`config.mk`:
```
export PLATFORM = sky130hd
export DESIGN_NAME = mem_access_ctrl
export DESIGN_NICKNAME = d
export VERILOG_FILES = /design/src/rtl/mem_access_ctrl.sv
export SDC_FILE = /design/constraint.sdc
export NUM_CORES = 1
export LEC_CHECK = 0
export ABC_AREA = 1
export CAP_MARGIN = 20
export CELL_PAD_IN_SITES_DETAIL_PLACEMENT = 0
export CELL_PAD_IN_SITES_GLOBAL_PLACEMENT = 1
export CORE_ASPECT_RATIO = 0.9
export CORE_MARGIN = 2
export CORE_UTILIZATION = 31
export CTS_BUF_LIST = sky130_fd_sc_hd__clkbuf_8
export DETAILED_ROUTE_END_ITERATION = 8
export GPL_ROUTABILITY_DRIVEN = 0
export PLACE_DENSITY = 0.85
export SLEW_MARGIN = 20
export SYNTH_ARGS = -nofsm -noshare
export SYNTH_HDL_FRONTEND = slang
export SYNTH_SLANG_ARGS = --single-unit
```
`constraint.sdc`:
```
create_clock -name clk -period 1.5 [get_ports clk]
set_input_delay 0.225 -clock clk [delete_from_list [all_inputs] [get_ports clk]]
set_output_delay 0.225 -clock clk [all_outputs]
set_load 0.01 [all_outputs]
```
`src/rtl/mem_access_ctrl.sv`:
```
// Load/store controller in front of a simple-dual-port RAM: sub-word loads with extension, sub-word stores via RMW.
// Optional MEM_ACCESS_MISALIGN_TRAP_EN: misaligned/size=3 requests answer with resp_err instead of touching RAM.
module mem_access_ctrl #(
  parameter int DATAW    = 32,
  parameter int ADDRW    = 32,
  parameter int WORD_LEN = 2,
  parameter int READ_LAT = 1
) (
  input  logic             clk,
  input  logic             rstn,
  input  logic             req_valid,
  output logic             req_ready,
  input  logic             req_we,
  input  logic [1:0]       req_size,
  input  logic             req_unsigned,
  input  logic [ADDRW-1:0] req_addr,
  input  logic [DATAW-1:0] req_wdata,
  output logic             resp_valid,
  input  logic             resp_ready,
  output logic [DATAW-1:0] resp_rdata,
  output logic             resp_err,
  output logic             ram_wea,
  output logic [ADDRW-1:0] ram_addra,
  output logic [DATAW-1:0] ram_dina,
  output logic [ADDRW-1:0] ram_addrb,
  input  logic [DATAW-1:0] ram_doutb
);

  localparam int CNT_W = 3;

  typedef enum logic [1:0] {IDLE, RD_WAIT, WR, RESP} state_t;

  state_t           state, state_nxt;
  logic [CNT_W-1:0] cnt, cnt_nxt;
  logic             we_q, we_nxt;
  logic [1:0]       size_q, size_nxt;
  logic             uns_q, uns_nxt;
  logic [1:0]       off_q, off_nxt;
  logic [DATAW-1:0] wdata_q, wdata_nxt;
  logic             resp_valid_nxt, resp_err_nxt, ram_wea_nxt;
  logic [DATAW-1:0] resp_rdata_nxt, ram_dina_nxt;
  logic [ADDRW-1:0] ram_addra_nxt, ram_addrb_nxt;

  logic [1:0]       eff_size, eff_off;
  logic [ADDRW-1:0] word_addr;

  function automatic logic [DATAW-1:0] extract(input logic [DATAW-1:0] word, input logic [1:0] size,
                                               input logic [1:0] off, input logic uns);
    logic [DATAW-1:0]   sh;
    logic signed [7:0]  b;
    logic signed [15:0] h;
    sh = word >> {off, 3'b000};
    b  = sh[7:0];
    h  = sh[15:0];
    case (size)
      2'd0:    extract = uns ? {{(DATAW-8){1'b0}}, b}  : {{(DATAW-8){b[7]}}, b};
      2'd1:    extract = uns ? {{(DATAW-16){1'b0}}, h} : {{(DATAW-16){h[15]}}, h};
      default: extract = word;
    endcase
  endfunction

  function automatic logic [DATAW-1:0] merge(input logic [DATAW-1:0] word, input logic [DATAW-1:0] wdata,
                                             input logic [1:0] size, input logic [1:0] off);
    logic [DATAW-1:0] mask;
    mask  = ((size == 2'd0) ? DATAW'(8'hFF) : DATAW'(16'hFFFF)) << {off, 3'b000};
    merge = (word & ~mask) | ((wdata << {off, 3'b000}) & mask);
  endfunction

  // Request decode: offsets are forced to natural alignment, size=3 behaves as word
  assign eff_size  = (req_size == 2'd3) ? 2'd2 : req_size;
  assign eff_off   = (eff_size == 2'd0) ? req_addr[1:0] :
                     (eff_size == 2'd1) ? {req_addr[1], 1'b0} : 2'b00;
  assign word_addr = {req_addr[ADDRW-1:WORD_LEN], {WORD_LEN{1'b0}}};
  assign req_ready = (state == IDLE) && rstn;

`ifdef MEM_ACCESS_MISALIGN_TRAP_EN
  logic misalign;
  assign misalign = (req_size == 2'd3) ||
                    ((req_size == 2'd1) && req_addr[0]) ||
                    ((req_size == 2'd2) && (req_addr[1:0] != 2'b00));
`endif

  always_comb begin
    state_nxt      = state;
    cnt_nxt        = cnt;
    we_nxt         = we_q;
    size_nxt       = size_q;
    uns_nxt        = uns_q;
    off_nxt        = off_q;
    wdata_nxt      = wdata_q;
    resp_valid_nxt = resp_valid;
    resp_rdata_nxt = resp_rdata;
    resp_err_nxt   = resp_err;
    ram_wea_nxt    = 1'b0;
    ram_addra_nxt  = ram_addra;
    ram_dina_nxt   = ram_dina;
    ram_addrb_nxt  = ram_addrb;
    case (state)
      IDLE: begin
        if (req_valid && req_ready) begin
          we_nxt    = req_we;
          size_nxt  = eff_size;
          uns_nxt   = req_unsigned;
          off_nxt   = eff_off;
          wdata_nxt = req_wdata;
          cnt_nxt   = '0;
`ifdef MEM_ACCESS_MISALIGN_TRAP_EN
          if (misalign) begin
            resp_valid_nxt = 1'b1;
            resp_err_nxt   = 1'b1;
            resp_rdata_nxt = '0;
            state_nxt      = RESP;
          end else
`endif
          if (req_we && (eff_size == 2'd2)) begin
            ram_wea_nxt   = 1'b1;
            ram_addra_nxt = word_addr;
            ram_dina_nxt  = req_wdata;
            state_nxt     = WR;
          end else begin
            ram_addrb_nxt = word_addr;
            ram_addra_nxt = word_addr;
            state_nxt     = RD_WAIT;
          end
        end
      end
      RD_WAIT: begin
        // ram_doutb is valid after READ_LAT edges; it is captured on the following edge
        if (cnt == CNT_W'(READ_LAT)) begin
          if (we_q) begin
            ram_wea_nxt  = 1'b1;
            ram_dina_nxt = merge(ram_doutb, wdata_q, size_q, off_q);
            state_nxt    = WR;
          end else begin
            resp_valid_nxt = 1'b1;
            resp_err_nxt   = 1'b0;
            resp_rdata_nxt = extract(ram_doutb, size_q, off_q, uns_q);
            state_nxt      = RESP;
          end
        end else begin
          cnt_nxt = cnt + 1'b1;
        end
      end
      WR: begin
        resp_valid_nxt = 1'b1;
        resp_err_nxt   = 1'b0;
        resp_rdata_nxt = '0;
        state_nxt      = RESP;
      end
      RESP: begin
        if (resp_ready) begin
          resp_valid_nxt = 1'b0;
          state_nxt      = IDLE;
        end
      end
      default: state_nxt = IDLE;
    endcase
  end

  always_ff @(posedge clk or negedge rstn) begin
    if (!rstn) begin
      state      <= IDLE;
      cnt        <= '0;
      we_q       <= 1'b0;
      size_q     <= 2'd0;
      uns_q      <= 1'b0;
      off_q      <= 2'b00;
      wdata_q    <= '0;
      resp_valid <= 1'b0;
      resp_rdata <= '0;
      resp_err   <= 1'b0;
      ram_wea    <= 1'b0;
      ram_addra  <= '0;
      ram_dina   <= '0;
      ram_addrb  <= '0;
    end else begin
      state      <= state_nxt;
      cnt        <= cnt_nxt;
      we_q       <= we_nxt;
      size_q     <= size_nxt;
      uns_q      <= uns_nxt;
      off_q      <= off_nxt;
      wdata_q    <= wdata_nxt;
      resp_valid <= resp_valid_nxt;
      resp_rdata <= resp_rdata_nxt;
      resp_err   <= resp_err_nxt;
      ram_wea    <= ram_wea_nxt;
      ram_addra  <= ram_addra_nxt;
      ram_dina   <= ram_dina_nxt;
      ram_addrb  <= ram_addrb_nxt;
    end
  end

endmodule

```
# After elaboration in Yosys (flattened, before gate mapping)
# Cells that the tools add are included.
dict set report totals {
  elab_cells 90
  output_inout_bits 132
  register_bits 170
  inputBits 104
}
dict set report op_classes {
  reduce_logical 16
  add_sub_neg 1
  n_eq_ne 15
  bitwise 5
  n_mux 36
  shift 3
}
# operator n
set op_table {}
lappend op_table {{2-to-1 mux 32 bit} 8}
lappend op_table {{case mux 32 bit (2 select lines)} 3}
lappend op_table {{AND 32 bit} 2}
lappend op_table {{NOT 32 bit} 1}
lappend op_table {{bitwise OR 32 bit} 1}
lappend op_table {{<< shifter 16 x 5 -> 32 bit} 1}
lappend op_table {{<< shifter 32 x 5 -> 32 bit} 1}
lappend op_table {{>> shifter 32 x 5 -> 16 bit} 1}
lappend op_table {{2-to-1 mux 16 bit} 1}
lappend op_table {{2-to-1 mux 2 bit} 7}
lappend op_table {{AND reduction 3 bit} 4}
lappend op_table {{2-to-1 mux 1 bit} 10}
lappend op_table {{!= test 2 bit (second input constant)} 5}
lappend op_table {{== test 2 bit (second input constant)} 4}
lappend op_table {{case mux 2 bit (4 select lines)} 1}
lappend op_table {{== test 2 x 1 -> 1 bit (second input constant)} 3}
lappend op_table {{logical NOT 2 bit} 3}
lappend op_table {{2-to-1 mux 3 bit} 2}
lappend op_table {{case mux 3 bit (2 select lines)} 1}
lappend op_table {{AND reduction 5 bit} 1}
lappend op_table {{!= test 2 x 1 -> 1 bit (second input constant)} 2}
lappend op_table {{case mux 1 bit (2 select lines)} 2}
lappend op_table {{AND reduction 4 bit} 1}
lappend op_table {{nonzero test 2 bit} 2}
lappend op_table {{7 further kinds} 9}

# Logic depth before layout (Yosys ltp)
dict set report depth {
  word_depth 9
  mapped_depth 12
}

# Worst setup path before layout
# OpenSTA, ideal clock, no wires.
dict set report synth_path {
  path_kind {register to register}
  from {register state[0]}
  to {register ram_dina[10]}
  n_path_buf 3
  stages_incl_launch_ff 11
  arrival_time_ps 1491
  required_time_ps 1383
  setup_time_ps 117
  setup_slack_ps -108
  cell_sequence {dfrtp_1 > inv_1 > ha_1 > buf_4 > nand3_4 > o21ai_2 > nand2_2 > buf_6 > buf_2 > nand2_1 > nand2_1}
}
dict set report synth_via {
  elab_chain_cells 5
  elab_cells_between_ends 11
  classes_between {5 x eq/ne; 1 x mux; 5 x reduce/logical}
}
# item line_no
set synth_rtl {}
lappend synth_rtl {{start: declaration} 33} ;# state_t state, state_nxt;
lappend synth_rtl {{start signal: assignment} 177} ;# state <= state_nxt;
lappend synth_rtl {{logical NOT 2 bit} {74, 98}}
lappend synth_rtl {{logical AND 1 bit} 74} ;# assign req_ready = (state == IDLE) && rstn;
lappend synth_rtl {{logical AND 1 bit} 100} ;# if (req_valid && req_ready) begin
lappend synth_rtl {{!= test 2 x 1 -> 1 bit (no line)} -}
lappend synth_rtl {{AND reduction 5 bit (no line)} -}
lappend synth_rtl {{end signal: assignment} 189} ;# ram_dina <= ram_dina_nxt;
lappend synth_rtl {{end: declaration} 24} ;# output logic [DATAW-1:0] ram_dina,
# Several ways; a longest one is shown, not always the timed one.
# A chain may end at the register's enable or synchronous reset.

# Worst setup path in the final report
dict set report layout_path {
  from {register state[1]}
  to {register state[1]}
}
dict set report layout_via {
  elab_chain_cells 5
  elab_cells_between_ends 11
  classes_between {6 x eq/ne; 1 x mux; 4 x reduce/logical}
}
# item line_no
set layout_rtl {}
lappend layout_rtl {{logical NOT 2 bit} {74, 98}}
lappend layout_rtl {{logical AND 1 bit} 74}
lappend layout_rtl {{logical AND 1 bit} 100}
lappend layout_rtl {{!= test 2 x 1 -> 1 bit (no line)} -}
lappend layout_rtl {{AND reduction 3 bit (no line)} -}
# Several ways; a longest one is shown, not always the timed one.

==> impl_metrics.yaml <==
outcome:
  status: "complete, but fails checks"
  violations: "setup timing"
global_routing:
  grt_pass1_vias: 7879
  antenna_found_initial: 3
  grt_start_max_net_pins: 107
  grt-ovfl-total: 0
  grt_pass1_wl_um: 43000
  grt.total_usage: 0.202
critical_path:
  required_ns: 1.85
  cp.arrival_ns: 2.09
  setup.worst_path.end_class: "register"
  crit_top_cell: "buf_6"
  startpoint_type: "register"
  cp_max_fo: 5
  max_stage_delay_ns: 0.41
  path_class: "register to register"
  crit_chain: "inv_2 -> ha_4 -> buf_6 -> buf_4 -> buf_6 -> inv_4 -> a21oi_4 -> buf_6 -> nor2_4 -> o211ai_1 -> o21ai_0"
  cp_slowest_cell: "dfrtp_1"
  crit_buf_inv: 6
  cp_top_family: "buffers and inverters"
synth:
  synth-simple-area-share: 0.271
  synth.most_common_cell: "nand2_1"
  synth_top_area_share: 0.499
  ys_ff_latch: 161
  synth_mux_area_frac: 0
  yosys.area_share.adder: 0.00930
  syn_area_per_cell_um2: 7.44
  synth_edf_count: 0
  ys_warn_count: 0
  synthFlopType: "dfrtp_1"
  synth_xor_area_frac: 0
  syn_inst: 1085
  seq_area_frac_synth: 0.499
  synth-async-reset-ratio: 1.00
  yosysTopAreaCell: "dfrtp_1"
  synth_top_family_by_area: "simple AND/OR/NAND/NOR gates"
  synth-compound-area-share: 0.125
  syn_area_mm2: 0.00807
  synth.top_cells.by_area: "dfrtp_1 50%, nand2_1 18%, o21ai_0 8.1%"
  synthTopCellsByCount: "396 x nand2_1, 161 x dfrtp_1, 130 x o21ai_0"
  ys_types: 31
power_and_ir_drop:
  sw_frac_of_total: 0.442
  ir_worst_vdd_mv: 0.873
  p_per_area_mw_per_mm2: 2020
  p_int_mw: 14.5
  p_clk_frac: 0.135
  p_sw_mw: 11.5
  p_leak_nw: 6.61
  comb_power_share: 0.574
  finalPower_mw: 26.0
  seqPwrFrac: 0.291
cells_and_area:
  drive_gt1_frac: 0.218
  fin_cells: 1760
  final_nets: 1507
  area_growth_pct: 59.2
timing:
  finalCriticalPeriod_ns: 1.75
  whs_ns: 0.301
  fmax_mhz: 572
  slew_headroom: 0.612
  finalSetupViolations: 137
  finalClockSkew_ns: 0.0187
  final.setup.worst_slack_ns: -0.248
  fin_crit_sh: 1.17
  final-hold-violation-count: 0
  rsz0062_at_grt: "yes"
  tightest_slew_ns: 0.582
  slew_viol_final: 0
placement:
  place.port_buffers: 230
  preCtsSetupSlack_ns: -0.207
  placedCellCount: 1683
  hpwl_um: 20300
floorplanning:
  coreArea_mm2: 0.0259
  placementRows: 56
  die_h_um: 157
  die_x_um: 174
  start_util: 0.312
  ioPinCount: 236
  dieArea_mm2: 0.0273
clocking:
  worst_skew_pair.late_latency_ns: 0.47
  cts_sinks: 161
  cts_tree: "done"
  clkTransAtPathRegs_ns: 0.11
  cts_buffers: 17
  clockRootBuffer: "clkbuf_8"
  cts_max_level: 4
  clock_path_buffers: 2
hold_path:
  hp-class: "input port to register"
detailed_routing:
  top_layer: "met5"
  wl_met2_um: 14900
  finalWirelength_um: 31200
  firstDrtPassIters: 5
  ant_nets: 0
  post-route-drc-count: 0
  wl_met3_um: 2510
  wire_per_inst_um: 17.8
  drt_iter0_markers: 622
  vias: 8312
  vias_per_cell: 4.72
  met1_length_um: 13400
run:
  drv_cap: 0
## power by group through the flow
stage,Combinational [mW],Clock [mW],Sequential [mW]
after floorplan,6.07,0,8.00
after global placement,12.7,0,7.50
after detailed placement,12.9,0,7.52
after CTS,12.2,3.57,7.41
after global routing,16.3,3.79,7.81
final,14.9,3.51,7.57
## state kept, by name (all words and copies together), names as in the netlist
register,cells
we_q,1
wdata_q,24
ram_addra,30
ram_wea,1
state,2
cnt,3
uns_q,1
resp_valid,1
ram_dina,32
resp_rdata,32
ram_addrb,30
size_q,2
off_q,2
## cell type report
class | instances | area [um^2]
Timing Repair Buffer | 350 | 3590
Clock inverter | 14 | 166
Tap cell | 348 | 435
Fill cell | 2482 | 13000
Inverter | 115 | 452
Antenna cell | 2 | 5.00
Clock buffer | 18 | 248
Multi-Input combinational cell | 752 | 3930
Sequential cell | 161 | 4030
## routing by layer
metal	global-route usage	vias to the layer above
met5	0	-
met4	0.0584	2
met3	0.0696	37
met2	0.327	326
met1	0.256	3927
li1	-	4020
## worst register-to-register path, stage by stage, from the launching register on
cell,delay (ns)
dfrtp_1,0.41
inv_2,0.12
ha_4,0.15
buf_6,0.12
buf_4,0.11
buf_6,0.11
inv_4,0.04
a21oi_4,0.17
buf_6,0.14
nor2_4,0.04
o211ai_1,0.08
o21ai_0,0.12
## cells in the final DEF, fill, tap and decap left out, types with 2 or more instances in the layout
cell	n
buf_8	3
buf_12	15
or2_2	4
o211ai_1	2
clkdlybuf4s50_1	102
buf_6	14
nor2_4	13
a21oi_4	9
o21ai_0	80
o21ai_4	2
ha_4	3
inv_1	104
nand3_1	48
conb_1	5
buf_4	72
nand2_1	341
dlygate4sd2_1	126
o21ai_1	42
nor2_1	57
clkbuf_16	15
clkinv_4	3
inv_6	8
nand3_4	2
nand2_2	46
diode_2	2
clkbuf_8	18
ha_1	2
inv_8	3
bufinv_16	2
a21oi_1	26
inv_2	7
nand4_1	2
a21oi_2	25
nand2_8	2
nand2_4	12
nand3_2	2
nand3b_1	2
nor2_2	12
o21ai_2	7
dfrtp_1	161
## path summary, 6_finish.rpt
kind | startpoint | endpoint | slack, ns | cells after the start
hold reg to reg | ram_dina[20] | ram_dina[20] | 0.48 | 2
setup reg to reg | state[1] | state[1] | -0.25 | 11
hold / removal | req_addr[23] | ram_addra[23] | 0.30 | 3
max in group asynchronous | rstn | ram_addrb[29] | 0.18 | 4
setup / recovery | state[1] | state[1] | -0.25 | 11
min in group asynchronous | rstn | ram_dina[28] | 0.53 | 3
## repair_timing
item	CTS	global route
resized for setup	158	226
endpoints found under the hold margin	27	0
endpoints found under the setup margin	240	162
cloned	0	24
buffers inserted	8	13
pin swaps	3	41
hold buffers	1	0
## cells by family after synthesis
logic type      Yosys count
simple gates            543
buf+inv                 177
fa+ha+maj                 6
other cells               1
flops                   161
compound gates          197
## through the flow
stage                     area (um^2)   util  TNS (ns)
after floorplan                  8140      -     -1.15
after global placement          11200  0.434    -13.46
after detailed placement        11200  0.434    -16.98
after CTS                       11600  0.450     -9.42
after global routing            12800  0.497    -28.94
final                           12900  0.497    -18.44
Power figures use the tool's default switching activity.
